### src/rtl/pipeline_hazard_ctrl.sv
// Stall/flush scheduler for the 5-stage pipeline: data-memory wait FSM with
// timeout guard, load-use and control-hazard resolution, and saturating
// stall/flush performance counters.
module pipeline_hazard_ctrl #(
    parameter int MEM_TIMEOUT = 16,
    parameter int CNT_W       = 32
) (
    input  logic             clk,
    input  logic             rst,
    input  logic [4:0]       id_rs,
    input  logic [4:0]       id_rt,
    input  logic             id_rs_used,
    input  logic             id_rt_used,
    input  logic             id_jump,
    input  logic             ex_mem_read,
    input  logic [4:0]       ex_rt,
    input  logic             ex_branch_taken,
    input  logic             mem_req,
    input  logic             dmem_ready,
    input  logic             cnt_clr,
    output logic             pc_en,
    output logic [1:0]       pc_src,
    output logic             if_id_en,
    output logic             id_ex_en,
    output logic             ex_mem_en,
    output logic             if_id_flush,
    output logic             id_ex_flush,
    output logic             mem_wb_flush,
    output logic             mem_wait,
    output logic             mem_err,
    output logic [CNT_W-1:0] stall_cnt,
    output logic [CNT_W-1:0] flush_cnt
);

    localparam int WC = $clog2(MEM_TIMEOUT + 1);
    localparam logic [WC-1:0] TIMEOUT_V = WC'(MEM_TIMEOUT);

    typedef enum logic {RUN, WAIT} state_t;

    state_t          state, state_next;
    logic [WC-1:0]   wait_cnt, wait_cnt_next;
    logic            mem_err_next;
    logic            freeze;
    logic            load_use;
    logic            stall_inc;
    logic            flush_inc;

    assign freeze = ((state == RUN) && mem_req && !dmem_ready) ||
                    ((state == WAIT) && !dmem_ready && (wait_cnt != TIMEOUT_V));

    assign load_use = ex_mem_read && (ex_rt != 5'd0) &&
                      ((id_rs_used && (id_rs == ex_rt)) || (id_rt_used && (id_rt == ex_rt)));

    assign stall_inc = freeze || (load_use && !ex_branch_taken);
    assign flush_inc = !freeze && (ex_branch_taken || (!load_use && id_jump));

    // Wait-FSM state register, wait counter and sticky timeout flag
    always_ff @(posedge clk) begin
        if (rst) begin
            state    <= RUN;
            wait_cnt <= '0;
            mem_err  <= 1'b0;
        end else begin
            state    <= state_next;
            wait_cnt <= wait_cnt_next;
            mem_err  <= mem_err_next;
        end
    end

    // Wait-FSM next state: enter on a missed access, leave on ready or timeout
    always_comb begin
        state_next    = state;
        wait_cnt_next = wait_cnt;
        mem_err_next  = mem_err;
        case (state)
            RUN: begin
                if (mem_req && !dmem_ready) begin
                    state_next    = WAIT;
                    wait_cnt_next = WC'(1);
                end
            end
            WAIT: begin
                if (dmem_ready) begin
                    state_next    = RUN;
                    wait_cnt_next = '0;
                end else if (wait_cnt == TIMEOUT_V) begin
                    state_next    = RUN;
                    wait_cnt_next = '0;
                    mem_err_next  = 1'b1;
                end else begin
                    wait_cnt_next = wait_cnt + WC'(1);
                end
            end
        endcase
    end

    // Pipeline controls by strict priority: reset, freeze, branch, load-use, jump
    always_comb begin
        pc_en        = 1'b1;
        pc_src       = 2'b00;
        if_id_en     = 1'b1;
        id_ex_en     = 1'b1;
        ex_mem_en    = 1'b1;
        if_id_flush  = 1'b0;
        id_ex_flush  = 1'b0;
        mem_wb_flush = 1'b0;
        mem_wait     = 1'b0;
        if (rst) begin
            pc_en        = 1'b0;
            if_id_en     = 1'b0;
            id_ex_en     = 1'b0;
            ex_mem_en    = 1'b0;
            if_id_flush  = 1'b1;
            id_ex_flush  = 1'b1;
            mem_wb_flush = 1'b1;
        end else if (freeze) begin
            pc_en        = 1'b0;
            if_id_en     = 1'b0;
            id_ex_en     = 1'b0;
            ex_mem_en    = 1'b0;
            mem_wb_flush = 1'b1;
            mem_wait     = 1'b1;
        end else if (ex_branch_taken) begin
            pc_src      = 2'b01;
            if_id_flush = 1'b1;
            id_ex_flush = 1'b1;
        end else if (load_use) begin
            pc_en       = 1'b0;
            if_id_en    = 1'b0;
            id_ex_flush = 1'b1;
        end else if (id_jump) begin
            pc_src      = 2'b10;
            if_id_flush = 1'b1;
        end
    end

    // Saturating performance counters; clear wins over increment
    always_ff @(posedge clk) begin
        if (rst || cnt_clr) begin
            stall_cnt <= '0;
            flush_cnt <= '0;
        end else begin
            if (stall_inc && (stall_cnt != '1))
                stall_cnt <= stall_cnt + CNT_W'(1);
            if (flush_inc && (flush_cnt != '1))
                flush_cnt <= flush_cnt + CNT_W'(1);
        end
    end

endmodule
### config.mk
export PLATFORM = sky130hd
export DESIGN_NAME = pipeline_hazard_ctrl
export DESIGN_NICKNAME = d
export VERILOG_FILES = /design/src/rtl/pipeline_hazard_ctrl.sv
export SDC_FILE = /design/constraint.sdc
export NUM_CORES = 1
export LEC_CHECK = 0
export CORE_MARGIN = 2
export CORE_UTILIZATION = 40
export DETAILED_ROUTE_END_ITERATION = 6
export PLACE_DENSITY = 0.68
export SKIP_CTS_REPAIR_TIMING = 1
export SLEW_MARGIN = 20
export SYNTH_ARGS = -nofsm -noshare
export SYNTH_HDL_FRONTEND = slang
export SYNTH_SLANG_ARGS = --single-unit
export TNS_END_PERCENT = 30
### constraint.sdc
create_clock -name clk -period 6.21 [get_ports clk]
set_input_delay 0.9315 -clock clk [delete_from_list [all_inputs] [get_ports clk]]
set_output_delay 0.9315 -clock clk [all_outputs]
set_load 0.02 [all_outputs]
# --- Word level (Yosys, flattened, before mapping) ---
# Cells that the tools add are included.
op_classes:
  n_addsub: 3
  n_eq_ne: 7
  muxes: 31
  bitwise: 2
  n_reduce_logical: 25
op_table:
  columns: ["operator", "n"]
  rows:
  - ["32-bit by 1-bit adder with 32-bit output (second input constant)", 2]
  - ["32-bit != test (second input constant)", 2]
  - ["1-bit two-way mux", 21]
  - ["5-bit two-way mux", 3]
  - ["1-bit logical AND", 14]
  - ["5-bit equality test", 2]
  - ["2-bit two-way mux", 5]
  - ["5-bit case mux with 2 select lines", 1]
  - ["5-bit by 1-bit adder with 5-bit output (second input constant)", 1]
  - ["5-bit equality test (second input constant)", 1]
  - ["1-bit logical OR", 5]
  - ["5-bit != test (second input constant)", 1]
  - ["5-bit nonzero test", 1]
  - ["1-bit logical NOT", 4]
  - ["3-bit AND reduction", 1]
  - ["2-bit by 1-bit != test with 1-bit output (second input constant)", 1]
  - ["1-bit NOT", 2]
  - ["1-bit case mux with 2 select lines", 1]
word_totals:
  ff_bits: 71
  input_bits: 25
  out_inout_bits: 75
  wordCells: 73

# --- Longest topological paths before layout ---
# Gate-level depths: netlist of the first run.
depth:
  ltp_word: 9
  ltp_mapped: 11
  ltp_nobuf: 9

# --- Worst setup path before layout of the first run ---
# Ideal clock, no wire load.
synth_timing:
  kind: "in2out"
  from: "in mem_req"
  to: "out pc_en"
  arrival_ps: 2500
  required_time_ps: 5278
  setup_slack_ps: 2779
  stages: 6
  n_path_buf: 1
  path_cell_list: "nor2_1 a211oi_4 nor2_1 inv_1 a21oi_1 buf_4"
synth_between:
  elab_chain_len: 5
synth_lines:
  columns: ["item", "line", "rtl"]
  rows:
  - ["from (decl)", "18", "input logic mem_req,"]
  - ["1-bit logical AND (2 in a row)", "48", "assign freeze = ((state == RUN) && mem_req && !dmem_ready) ||"]
  - ["1-bit logical OR", "48", null]
  - ["1-bit two-way mux (2 in a row)", null, null]
  - ["to (decl)", "21", "output logic pc_en,"]
# Every way passes these cells.

# --- Worst setup path in the final report of the first run ---
layout_timing:
  from: "in ex_rt[1]"
  to: "out if_id_flush"
layout_between:
  elab_chain_len: 8
layout_lines:
  columns: ["item", "line", "rtl"]
  rows:
  - ["from (decl)", "16", "input logic [4:0] ex_rt,"]
  - ["5-bit equality test", "52", "((id_rs_used && (id_rs == ex_rt)) || (id_rt_used && (id_rt == ex_rt)));"]
  - ["1-bit logical AND", "52", null]
  - ["1-bit logical OR", "52", null]
  - ["1-bit logical AND (*)", "51", "assign load_use = ex_mem_read && (ex_rt != 5'd0) &&"]
  - ["1-bit two-way mux (*)", "127", "end else if (load_use) begin"]
  - ["1-bit two-way mux (*)", "123", "end else if (ex_branch_taken) begin"]
  - ["1-bit two-way mux (*)", "116", "end else if (freeze) begin"]
  - ["1-bit two-way mux (*)", "108", "if (rst) begin"]
  - ["to (decl)", "26", "output logic if_id_flush,"]
# Mark *: on every way between the ends. The rest lies on a longest branch, timed or not.

==> flow_metrics.tcl, run 1 <==
set metrics [dict create \
    power.net_switching_mw 0.224 \
    synth-edff-count 0 \
    status "completed" \
    timing.final.crit_share_pct 72.5 \
    cts_max_level 3 \
    drv_slew 0 \
    met3_usage_pct 3.90 \
    clock-root-buffer "clkbuf_8" \
    via_per_inst 5.38 \
    tightest_slew_ns 0.751 \
    antenna_left 0 \
    seqPwrFrac_pct 46.2 \
    busiest_layer "met2" \
    grt_pass1_wl_um 15600 \
    avgRoutedWirePerCell_um 14.0 \
    finalSetupTns_ns 0 \
    power.density_nw_per_um2 199 \
    gp_congestion 0.918 \
    power_mw 0.995 \
    arrival_ns 3.57 \
    insertion_delay_ns 0.34 \
    ys_warn_count 0 \
    chipWidth_um 100 \
    path_max_fanout 31 \
    grt-ovfl-total 0 \
    post-route-util_pct 55.0 \
    ys_types 47 \
    async_flop_share_pct 0 \
    wirelength_um 9310 \
    remaining_drc_errors 0 \
    port_buffers 99 \
    synth.net_count 485 \
    diodes 0 \
    worst_setup_path_start_kind "input pin" \
    vias 3570 \
    p_leak_nw 1.65 \
    pwr-share-clk_pct 45.8 \
    min_period_ns 4.50 \
    synth_area_per_cell_um2 8.15 \
    switching_share_pct 22.5 \
    hold_class "reg2reg" \
    p_int_mw 0.771 \
    crit_type "in2out" \
    pin_count 100 \
    drtIter0Drc 110 \
    synth_cells 456 \
    numCtsBuffers 9 \
    grt_pass1_vias 3384 \
    worstPathRequired_ns 5.28 \
    end_kind "primary output" \
    maxCapViolCount 0 \
    synthFlopType "dfxtp_1" \
    rows 35 \
    worst_hold_slack_ns 0.497 \
    p_comb_share_pct 8.0 \
    globalRouteMet2Util_pct 32.0 \
    max-clock-path-buffers 2 \
    relSlewSlack_pct 49.8 \
    rsz0062_at_grt "no" \
    peakVddDrop_mv 0.0906 \
    final_nets 577 \
    first_pass_iters 6 \
    fin_skew_ns 0.00838 \
    hold_violations 0 \
    setup_viol 0 \
    grt.total_usage_pct 18.9 \
    ys_seq_area_share_pct 38.2 \
    area_growth_pct 34.8 \
    grt_max_degree 53 \
    hpwl_um 6720 \
    ys_ff_latch 71 \
    clock.fmax_mhz 222 \
    drive_gt1_share_pct 5.24 \
    die_area_um2 10100 \
    clkTransAtPathRegs_ns 0.07 \
    grt_util_met1_pct 23.2 \
    clock-sinks 71 \
    cts_tree "built" \
    start_util_pct 40.8 \
    coreArea_um2 9110 \
    antenna_found_initial 0 \
    die_y_um 100 \
    synth_area_um2 3720 \
]
==> final timing paths <==
| check | from | endpoint | depth (start not counted) | slack, ns |
|---|---|---|---|---|
| worst max-delay path | ex_rt[1] | if_id_flush | 8 | 1.71 |
| worst min-delay path | mem_err | mem_err | 2 | 0.50 |
| worst max register to register | wait_cnt[0] | stall_cnt[17] | 9 | 3.53 |
| worst min register to register | mem_err | mem_err | 2 | 0.50 |
==> synth_stat cells (4+ instances only) <==
master,n,area [µm²]
a21oi_1,15,75.1
and2_1,8,50.1
and3_1,19,119
and4_1,5,43.8
buf_2,6,30.0
clkbuf_1,9,33.8
dfxtp_1,71,1420
ha_1,4,50.1
inv_1,7,26.3
nand2_1,31,116
nand3_1,39,195
nand4_1,18,113
nor2_1,77,289
nor3_1,17,85.1
nor4_1,10,62.6
o21ai_0,8,40.0
or3_1,5,31.3
xnor2_1,32,280
xor2_1,31,272
==> kinds of logic (layout without fill, tap and decap cells) <==
kind of cell | Yosys count | count (layout) | share of synthesized area [%]
AND/OR/NAND/NOR | 252 | 252 | 34.5
XOR/XNOR | 63 | 63 | 14.8
AO/OA/AOI/OAI | 38 | 38 | 7.21
adder cells (fa/ha/maj) | 4 | 4 | 1.35
flip-flops | 71 | 71 | 38.2
multiplexers | 1 | 1 | 0.269
buffers and inverters | 27 | 124 | 3.54
==> placed cells by master, fill, tap and decap left out, types with 3 or more instances in the layout <==
cell type / n
clkdlybuf4s50_1: 99
nor2_1: 77
dfxtp_1: 71
nand3_1: 39
xnor2_1: 32
nand2_1: 31
xor2_1: 31
and3_1: 19
nand4_1: 18
nor3_1: 17
a21oi_1: 15
nor4_1: 10
clkbuf_8: 10
and2_1: 8
o21ai_0: 8
inv_1: 7
and4_1: 5
or3_1: 5
ha_1: 4
or4_1: 3
nor2b_1: 3
or2_2: 3
nor4b_1: 3
nand3b_1: 3
bufinv_16: 3
==> area by class of cell <==
class	instances	area [µm²]
Clock inverter	5	105
Inverter	7	26.3
Tap cell	111	139
Timing Repair Buffer	101	1010
Fill cell	858	4100
Clock buffer	11	141
Multi-Input combinational cell	358	2170
Sequential cell	71	1420
==> layer usage <==
metal	part of all wire, %	up-vias
met4	2.8	0
li1	-	1782
met5	0	-
met3	4.6	24
met1	45	1673
met2	48	91
==> state kept, by name (all words and copies together) (netlist names) <==
name / count
mem_err: 1
wait_cnt: 5
flush_cnt: 32
state: 1
stall_cnt: 32
==> worst max-delay path: stages <==
cell and delay [ns]:
clkdlybuf4s50_1 0.46, or4_1 0.56, o21ai_2 0.18, nor2_2 0.10
a211oi_4 0.23, buf_4 0.34, or2_2 0.17, clkdlybuf4s50_1 0.59
==> stage by stage <==
step	instance area [µm²]	std cells	setup slack (ns)
after floorplan	3720	456	2.78
after global placement	4760	648	1.75
after detailed placement	4760	648	1.72
after CTS	5010	664	1.71
after global routing	5010	664	1.62
final	5010	664	1.71
==> power by group through the flow <==
stage,clock (mW),combinational (mW),sequential [mW]
6_report,0.456,0.0796,0.460
5_1_grt,0.484,0.0858,0.460
4_1_cts,0.463,0.0799,0.460
3_5_place_dp,0,0.0796,0.470
3_3_place_gp,0,0.0782,0.470
2_1_floorplan,0,0.0458,0.471
Power figures use the tool's default switching activity.
==> run 2, diff against run 1 <==
- clock period: 6.21 -> 4.5 ns (I/O delays scaled with it)
==> run 2 against run 1 <==
Register-to-register slack worse by 1.7 ns. Clock skew grew 0.0044 ns. Final cell count is the same. Clock power increased by 21%. Sequential share of layout area increased by 0.16 points. Largest cell class unchanged.
==> flow_metrics.tcl, run 2 (synthesis results as in run 1) <==
set metrics [dict create \
    end_kind "primary output" \
    setup_slack_ns 0.859 \
    regToRegSetupSlack_ns 1.81 \
    final_nets 578 \
    grt_max_degree 37 \
    hold_class "reg2reg" \
    r2r-start "stall_cnt[0]" \
    clock.fmax_mhz 275 \
    max_stage_delay_ns 0.60 \
    crit_end "if_id_flush" \
    arrival_ns 2.97 \
    maxCapViolCount 0 \
    pin_count 100 \
    place_ws_ns 0.848 \
    timing.final.crit_share_pct 80.9 \
    rows 35 \
    layout_commonest_cell "clkdlybuf4s50_1" \
    r2r-end "stall_cnt[17]" \
    power_mw 1.30 \
    setup_viol 0 \
    coreArea_um2 9110 \
    p_comb_share_pct 8.6 \
    status "completed" \
    pwr-share-clk_pct 42.6 \
    p_int_mw 0.989 \
    fill_cells 850 \
    layout_common_cells "clkdlybuf4s50_1, nor2_1, dfxtp_1" \
    diodes 0 \
    vias 3550 \
    grt.total_usage_pct 19.1 \
    finalSetupTns_ns 0 \
    power.net_switching_mw 0.310 \
    drtIter0Drc 93 \
    slowest_stage "clkdlybuf4s50_1" \
    power.density_nw_per_um2 261 \
    drv_slew 0 \
    antenna_found_initial 0 \
    via_per_inst 5.35 \
    clock-root-buffer "clkbuf_8" \
    rsz0062_at_grt "no" \
    clock-sinks 71 \
    cts_max_level 3 \
    die_y_um 100 \
    gp_congestion 0.883 \
    wirelength_um 9470 \
    port_buffers 99 \
    crit_start "ex_rt[1]" \
    path_max_fanout 3 \
    first_pass_iters 5 \
    numCtsBuffers 9 \
    remaining_drc_errors 0 \
    fin_skew_ns 0.0127 \
    peakVddDrop_mv 0.177 \
    hpwl_um 6800 \
    relSlewSlack_pct 49.2 \
    area_growth_pct 34.0 \
    worst_setup_path_start_kind "input pin" \
    multiInputGateArea_um2 2170 \
    seq_area_um2 1420 \
    avgRoutedWirePerCell_um 14.3 \
    clkTransAtPathRegs_ns 0.07 \
    critPathMostFrequentCell "clkdlybuf4s50_1" \
    drive_gt1_share_pct 5.42 \
    grt_pass1_wl_um 15700 \
    hold_violations 0 \
    die_area_um2 10100 \
    tightest_slew_ns 0.762 \
    seqPwrFrac_pct 48.8 \
    worstPathRequired_ns 3.83 \
    grt_pass1_vias 3372 \
    crit_chain "clkdlybuf4s50_1 -> or4_1 -> o21ai_2 -> nor2_2 -> a211oi_4 -> or2_2 -> clkdlybuf4s50_1" \
    antenna_left 0 \
    reg2reg_depth 8 \
    min_period_ns 3.64 \
    start_util_pct 40.8 \
    cts_tree "built" \
    grt-ovfl-total 0 \
    chipWidth_um 100 \
    insertion_delay_ns 0.35 \
    p_leak_nw 1.64 \
    worst_hold_slack_ns 0.475 \
    crit_type "in2out" \
    max-clock-path-buffers 2 \
    switching_share_pct 23.9 \
    reg_top3 "flush_cnt (32), stall_cnt (32), wait_cnt (5)" \
]
run 2: how the worst min path moves through the flow:
stage | depth (start not counted) | slack [ns] | to | startpoint
detailed placement | 2 | 0.46 | mem_err | mem_err
CTS | 2 | 0.48 | mem_err | mem_err
finish | 2 | 0.47 | mem_err | mem_err
global placement | 2 | 0.46 | mem_err | mem_err
global route | 1 | 0.51 | wait_cnt[4] | wait_cnt[4]
floorplan | 1 | 0.45 | wait_cnt[4] | wait_cnt[4]
run 2: cell type report:
class | instances | share of cell area [%]
multi-input combinational | 358 | 43.6
sequential | 71 | 28.5
timing repair buffer | 102 | 20.3
tap | 111 | 2.79
clock buffer | 9 | 2.49
clock inverter | 6 | 1.73
inverter | 7 | 0.528
run 2: power by group through the flow:
stage / clock, mW / sequential [mW] / combinational [mW]
3_3_place_gp: 0 / 0.649 / 0.109
4_1_cts: 0.566 / 0.634 / 0.111
5_1_grt: 0.591 / 0.635 / 0.120
2_1_floorplan: 0 / 0.650 / 0.0632
6_report: 0.554 / 0.635 / 0.111
3_5_place_dp: 0 / 0.649 / 0.111
run 2: worst max-delay path, delay by kind of cell:
family,cells,cell delay (ns)
AOI/OAI and AO/OA,2,0.43
buffers and inverters,2,1.06
and+or+nand+nor,3,0.79
run 2: layer usage:
layer / GRT usage [%] / wire (µm) / part of all wire, %
met5: 0 / 0 / 0
met3: 4.18 / 453 / 4.8
met2: 33.3 / 4690 / 50
met4: 5.58 / 108 / 1.1
met1: 23.6 / 4220 / 45
run 2: metrics by stage:
step | cells | utilization (%) | area, µm²
2_1_floorplan | 456 | - | 3720
3_3_place_gp | 649 | 52.3 | 4760
4_1_cts | 664 | 54.7 | 4980
3_5_place_dp | 649 | 52.4 | 4770
5_1_grt | 664 | 54.7 | 4980
6_report | 664 | 54.7 | 4980
